<file path="src/rtl/lsu_mem_stage.sv">
// RV32I load/store stage: byte/half/word accesses over a req/gnt/rvalid data bus.
// Optional watchdog on gnt/rvalid is enabled by defining LSU_TIMEOUT_EN.
module lsu_mem_stage #(
  parameter int unsigned TIMEOUT_CYCLES = 255
) (
  input  logic        clk,
  input  logic        rst,
  input  logic        start,
  input  logic        is_store,
  input  logic [2:0]  funct3,
  input  logic [31:0] addr,
  input  logic [31:0] wdata,
  output logic        busy,
  output logic        done,
  output logic [31:0] rdata,
  output logic        err,
  output logic        mem_req,
  output logic        mem_we,
  output logic [31:0] mem_addr,
  output logic [3:0]  mem_wstrb,
  output logic [31:0] mem_wdata,
  input  logic        mem_gnt,
  input  logic        mem_rvalid,
  input  logic [31:0] mem_rdata
);

  typedef enum logic [1:0] {IDLE, REQ, RESP, DONE} state_t;

  state_t      state, state_nx;
  logic [31:0] addr_q, wdata_q, rdata_q;
  logic [2:0]  funct3_q;
  logic        store_q, err_q;
  logic        legal_f3, misaligned, bad_access;
  logic        timeout, abort;
  logic [7:0]  byte_v;
  logic [15:0] half_v;
  logic [31:0] load_ext, lane_wdata;
  logic [3:0]  lane_strb;

  always_comb begin
    legal_f3   = is_store ? (!funct3[2] && funct3[1:0] != 2'b11)
                          : (funct3 inside {3'b000, 3'b001, 3'b010, 3'b100, 3'b101});
    misaligned = (funct3[1:0] == 2'b01 && addr[0]) ||
                 (funct3[1:0] == 2'b10 && addr[1:0] != 2'b00);
    bad_access = !legal_f3 || misaligned;
  end

`ifdef LSU_TIMEOUT_EN
  localparam int unsigned CW = ($clog2(TIMEOUT_CYCLES + 1) > 8) ? $clog2(TIMEOUT_CYCLES + 1) : 8;
  logic [CW-1:0] to_cnt;

  // Any state change clears the counter, which covers entry to both REQ and RESP.
  always_ff @(posedge clk or posedge rst) begin
    if (rst)                                to_cnt <= '0;
    else if (state_nx != state)             to_cnt <= '0;
    else if (state == REQ || state == RESP) to_cnt <= to_cnt + 1'b1;
  end

  assign timeout = (state == REQ || state == RESP) && (to_cnt == CW'(TIMEOUT_CYCLES - 1));
`else
  logic unused_timeout_cfg;
  assign unused_timeout_cfg = ^TIMEOUT_CYCLES;
  assign timeout = 1'b0;
`endif

  // A handshake landing in the same cycle as the watchdog still wins.
  assign abort = timeout && !((state == REQ && mem_gnt) || (state == RESP && mem_rvalid));

  always_comb begin
    state_nx = state;
    case (state)
      IDLE: if (start) state_nx = bad_access ? DONE : REQ;
      REQ: begin
        if (mem_gnt)    state_nx = store_q ? DONE : RESP;
        else if (abort) state_nx = DONE;
      end
      RESP: if (mem_rvalid || abort) state_nx = DONE;
      DONE: state_nx = IDLE;
      default: state_nx = IDLE;
    endcase
  end

  always_comb begin
    byte_v = '0;
    case (addr_q[1:0])
      2'd0: byte_v = mem_rdata[7:0];
      2'd1: byte_v = mem_rdata[15:8];
      2'd2: byte_v = mem_rdata[23:16];
      2'd3: byte_v = mem_rdata[31:24];
      default: byte_v = '0;
    endcase
    half_v = addr_q[1] ? mem_rdata[31:16] : mem_rdata[15:0];
    case (funct3_q)
      3'b000:  load_ext = {{24{byte_v[7]}}, byte_v};
      3'b001:  load_ext = {{16{half_v[15]}}, half_v};
      3'b100:  load_ext = {24'h0, byte_v};
      3'b101:  load_ext = {16'h0, half_v};
      default: load_ext = mem_rdata;
    endcase
  end

  always_comb begin
    case (funct3_q[1:0])
      2'b00: begin
        lane_strb  = 4'b0001 << addr_q[1:0];
        lane_wdata = {4{wdata_q[7:0]}};
      end
      2'b01: begin
        lane_strb  = 4'b0011 << addr_q[1:0];
        lane_wdata = {2{wdata_q[15:0]}};
      end
      default: begin
        lane_strb  = 4'b1111;
        lane_wdata = wdata_q;
      end
    endcase
  end

  always_ff @(posedge clk or posedge rst) begin
    if (rst) begin
      state    <= IDLE;
      addr_q   <= '0;
      wdata_q  <= '0;
      rdata_q  <= '0;
      funct3_q <= '0;
      store_q  <= 1'b0;
      err_q    <= 1'b0;
    end else begin
      state <= state_nx;
      if (state == IDLE && start) begin
        addr_q   <= addr;
        wdata_q  <= wdata;
        funct3_q <= funct3;
        store_q  <= is_store;
        err_q    <= bad_access;
        rdata_q  <= '0;
      end
      if (state == RESP && mem_rvalid) rdata_q <= load_ext;
      if (abort) err_q <= 1'b1;
    end
  end

  always_comb begin
    busy      = (state == REQ) || (state == RESP) || (state == IDLE && start);
    done      = (state == DONE);
    rdata     = (state == DONE) ? rdata_q : '0;
    err       = (state == DONE) && err_q;
    mem_req   = (state == REQ);
    mem_we    = (state == REQ) && store_q;
    mem_addr  = (state == REQ) ? {addr_q[31:2], 2'b00} : '0;
    mem_wstrb = (state == REQ && store_q) ? lane_strb : '0;
    mem_wdata = (state == REQ && store_q) ? lane_wdata : '0;
  end

endmodule
</file>
<file path="config.mk">
export PLATFORM = sky130hd
export DESIGN_NAME = lsu_mem_stage
export DESIGN_NICKNAME = d
export VERILOG_FILES = /design/src/rtl/lsu_mem_stage.sv
export SDC_FILE = /design/constraint.sdc
export NUM_CORES = 1
export LEC_CHECK = 0
export BUFFER_PORTS_ARGS = -buffer_cell sky130_fd_sc_hd__buf_2
export CAP_MARGIN = 10
export CORE_UTILIZATION = 40
export DETAILED_ROUTE_END_ITERATION = 10
export GPL_ROUTABILITY_DRIVEN = 0
export GPL_TIMING_DRIVEN = 0
export HOLD_SLACK_MARGIN = 0.03
export MAX_ROUTING_LAYER = met4
export PLACE_DENSITY = 0.68
export SYNTH_ARGS = -nofsm -noshare
export SYNTH_HDL_FRONTEND = slang
export SYNTH_SLANG_ARGS = --single-unit
export TNS_END_PERCENT = 20
</file>
<file path="constraint.sdc">
create_clock -name clk -period 3.5 [get_ports clk]
set_input_delay 0.175 -clock clk [delete_from_list [all_inputs] [get_ports clk]]
set_output_delay 0.175 -clock clk [all_outputs]
set_load 0.005 [all_outputs]
</file>
======== After elaboration in Yosys (flattened, before gate mapping) ========
Cells that the tools add are included.
storage, ports and cells
  bits in registers ....................... 103
  input port bits ......................... 105
  word-level logic and storage cells ...... 69
operators by class
  equality and inequality tests ........... 20
  shift-type cells ........................ 2
  multiplexer cells ....................... 18
  reduce and logical (&&, ||, !) cells .... 22
operator list
  cell                                                  number
  2-to-1 mux 32 bit                                     5
  case mux 32 bit (4 select lines)                      1
  case mux 32 bit (2 select lines)                      1
  case mux 8 bit (4 select lines)                       1
  2-to-1 mux 16 bit                                     1
  equality test 3 bit (second input constant)           4
  equality test 2 bit (second input constant)           5
  equality test 2 x 1 -> 1 bit (second input constant)  4
  2-to-1 mux 2 bit                                      4
  case mux 2 bit (4 select lines)                       1
  case mux 4 bit (2 select lines)                       1
  logical AND 1 bit                                     7
  equality test 3 x 1 -> 1 bit (second input constant)  2
  logical NOT 2 bit                                     3
  logical NOT 3 bit                                     2
  != test 2 bit (second input constant)                 3
  nonzero test 5 bit                                    1
  logical OR 1 bit                                      4
  2-to-1 mux 4 bit                                      1
  nonzero test 2 bit                                    2
  left shift 1 x 2 -> 4 bit (first input constant)      1
  left shift 2 x 2 -> 4 bit (first input constant)      1
  equality test 3 x 2 -> 1 bit (second input constant)  1
  AND reduction 3 bit                                   1
  other kinds (3)                                       5

======== Depth between registers and ports, before layout ========
  word-level depth ........................ 8
  mapped depth ............................ 7
  gate-level depth less buffers ........... 6

======== Worst setup path before layout ========
OpenSTA, ideal clock, no wires.
  kind .................................... reg-to-reg
  from .................................... register state[0]
  to ...................................... register addr_q[0]
  arrival time ............................ 1.585 ns
  data required time ...................... 3.375 ns
  path slack .............................. 1.791 ns
  cell stages (with the launch flop) ...... 6
  path buffers ............................ 1
  period minus slack after synthesis ...... 1.709 ns
  cells stage by stage .................... dfrtp_1 > inv_1 > ha_1 > nand2_1 > clkbuf_1 > mux2_2
between the ends
  word-level cells in the longest chain between the ends .. 2
RTL lines
  element                 line  source
  start, declared         29    state_t state, state_nx;
  start signal, assigned  129   state <= state_nx;
  logical NOT 2 bit       130   if (state == IDLE && start) begin
  logical AND 1 bit       130
  end signal, assigned    131   addr_q <= addr;
  end, declared           30    logic [31:0] addr_q, wdata_q, rdata_q;
Every way passes these cells.
A chain may end at the register's enable or synchronous reset.

======== Worst setup path after layout ========
  from .................................... register state[1]
  to ...................................... output port mem_addr[18]
between the ends
  word-level cells in the longest chain between the ends .. 2
RTL lines
  element                       line  source
  equality test 2 x 1 -> 1 bit  150   mem_addr = (state == REQ) ? {addr_q[31:2], 2'b00} : '0;
  2-to-1 mux 32 bit             150
  end, declared                 19    output logic [31:0] mem_addr,
Every way passes these cells.

==> flow_summary.toml <==
[route]
routed-via-count = 4614
drt.antenna.violating_nets = 0
drt-total-wl_um = 15230
drtIter0Drc = 215
drt-pass1-iter-count = 5
drt-vias-per-instance = 5.144
drc = 0
avgRoutedWirePerCell_um = 16.98

[placement]
place_inst = 880
port-buffer-count = 207
place_hpwl_um = 11570

[clocking]
clock-sinks = 103
cts_setup_buffers = 0
root_buffer = "clkbuf_16"
holdBufCountCts = 1
cts_buffers = 9
cts_buffer_depth = 2
clk_pin_slew_ps = 70
cts_tree = "yes"
htree_num_levels = 3
ctsResizeCount = 0
clock_latency_ps = 350

[critical_path]
critical_path_class = "reg -> out"
crit_fanout = 10
end_kind = "primary output"
critPathLaunchType = "flop"
worstPathRequired_ps = 3320
crit_arrival_ps = 2230

[timing]
finalMaxSlewViolations = 0
clock_skew_ps = 8.452
grt_setup_unrepaired = "false"
min_period_ps = 2404
hold_violations = 0
post-route-period-util = 0.6870
slew_headroom = 0.4899
fmax_mhz = 415.9
worst_pin_slew_ps = 762.3
fin_tns_setup_ps = 0
setup-violations-final = 0

[synthesis]
yosys_warnings = 0
ys_ff_latch = 103
synth.yosys.seq_area_share = 0.4781
syn_area_mm2 = 0.005391
syn_area_per_cell_um2 = 10.89
synth_cells = 495
synth_cell_types = 43

[final_layout]
n_antenna_cell = 0
syn_to_final_growth_pct = 29.50
drive_gt1_frac = 0.4424
final_cells = 897
nets = 826

[floorplanning]
die_area_mm2 = 0.01395
die_y_um = 118.1
coreArea_mm2 = 0.01319
fp.dieW_um = 118.1
rows = 42
initial_core_util = 0.4087
num_io_pins = 210

[hold_path]
hold_path_class = "in -> reg"

[run]
maxCapViolCount = 0

[global_routing]
overflow = 0
grt_max_degree = 56
grt_pass1_wl_um = 24500
grt_util_all_layers = 0.2332
grt_antenna_before_repair = 0
grt_pass1_vias = 4674

[pwr]
power.density_mw_per_mm2 = 830.9
power.leakage_uw = 0.003591
vdd_ir_drop_max_mv = 0.3781

[outcome]
outcome = "complete, no violations"
[synthesized netlist by cell type]
cell      instances  area share
dfrtp_1         103        0.48
mux2_2           69        0.14
and2_1           64       0.074
nor2_1           29       0.020
nand2_1          28       0.019
clkbuf_1         27       0.019
mux2i_1          26       0.048
a21oi_1          25       0.023
a221o_1          16       0.030
a22oi_1          15       0.021
o21ai_0          12       0.011
inv_1            10      0.0070
and3_1            9       0.010
o211ai_2          7       0.016
o22ai_1           7      0.0081
buf_2             6      0.0056
ha_1              5       0.012
buf_4             3      0.0042
buf_6             3      0.0063
nand2b_1          3      0.0035
o31ai_1           3      0.0042
mux2_4            2      0.0056
nor2b_1           2      0.0023
o21ai_1           2      0.0019
a211oi_1          1      0.0014
a211oi_2          1      0.0023
a221oi_1          1      0.0016
a31oi_1           1      0.0012
a32oi_1           1      0.0016
buf_1             1     0.00070
clkinv_1          1     0.00070
conb_1            1     0.00070
nand3_1           1     0.00093
nor2_2            1      0.0012
nor3_1            1     0.00093
nor3_2            1      0.0019
nor4_1            1      0.0012
o21a_1            1      0.0014
o21bai_1          1      0.0014
o221ai_1          1      0.0016
or2_1             1      0.0012
or2_2             1      0.0012
or4_4             1      0.0021
[routing by layer]
metal / part of all wire / vias to the layer above / GRT usage
li1: - / 2181 / -
met1: 0.44 / 2221 / 0.2878
met2: 0.48 / 201 / 0.3813
met3: 0.071 / 11 / 0.06105
met4: 0.0096 / 0 / 0.05609
met5: 0 / - / -
[state kept, by name, summed over array words and instances (netlist names)]
register / cells
addr_q: 32
rdata_q: 32
wdata_q: 32
funct3_q: 3
state: 2
err_q: 1
store_q: 1
[cells by family after synthesis]
group	count (synthesis)	synth area share
AOI/OAI and AO/OA	95	0.1279
buffers and inverters	51	0.04316
muxes	97	0.1980
adders and majority gates	5	0.01160
and+or+nand+nor	143	0.1406
other	1	0.0006955
DFF	103	0.4781
[worst paths after layout]
path / to / slack, ps / cells past startpoint / startpoint
max: mem_addr[18] / 1100 / 6 / state[1]
min in group asynchronous: addr_q[6] / 470 / 3 / rst
max in group asynchronous: addr_q[24] / 2320 / 4 / rst
min: wdata_q[14] / 50 / 2 / wdata[14]
min reg2reg: rdata_q[7] / 500 / 2 / rdata_q[7]
max reg2reg: wdata_q[16] / 1290 / 5 / state[0]
[power by group]
group | internal [uW] | leakage (uW) | switching, uW
sequential | 1750 | 0.00126 | 337
combinational | 1310 | 0.00219 | 1390
clock | 553 | 0.000142 | 453
total | 3620 | 0.00359 | 2180
[placed cells by master (no fill, tap or decap), drive strengths merged, types with 2 or more instances in the layout]
cell    instances
a221o          16
mux2i          26
conb            2
and3            9
a211oi          2
nor2b           2
clkinv          5
o22ai           7
a21oi          25
o31ai           3
buf           221
nand2          28
dfrtp         103
o21ai          14
and2           64
mux2           71
or2             2
ha              5
nor3            2
o211ai          7
nand2b          3
inv            10
nor2           30
clkbuf         37
a22oi          15
[worst max-delay path, cell delays in order, from the launching register on]
cell and delay (ps):
dfrtp_1 410, inv_1 150, ha_1 280, clkbuf_1 420, clkbuf_1 340, and2_1 180
buf_2 110
[cell type report]
| type | count | area (um^2) |
|---|---|---|
| clock inverters | 6 | 61.31 |
| fillers | 1220 | 6208 |
| repair buffers | 209 | 1074 |
| inverters | 11 | 43.79 |
| well taps | 176 | 220.2 |
| multi-input cells | 342 | 2585 |
| clock buffers | 10 | 229.0 |
| plain buffers | 40 | 191.4 |
| flip-flops and latches | 103 | 2577 |
[per-stage QoR]
stage | hold WS, ps | util | total power (uW) | cell area (um^2) | worst slack [ps]
3_3_place_gp | 407.8 | 0.5043 | 4701 | 6651 | -603.9
2_1_floorplan | 314.1 | - | 3893 | 5395 | 621.2
6_report | 52.34 | 0.5293 | 5801 | 6982 | 1096
5_1_grt | 36.54 | 0.5293 | 6221 | 6982 | 891.8
4_1_cts | 40.22 | 0.5293 | 5843 | 6982 | 1068
3_5_place_dp | 311.6 | 0.5065 | 4819 | 6681 | 1257
Power figures use the tool's default switching activity.
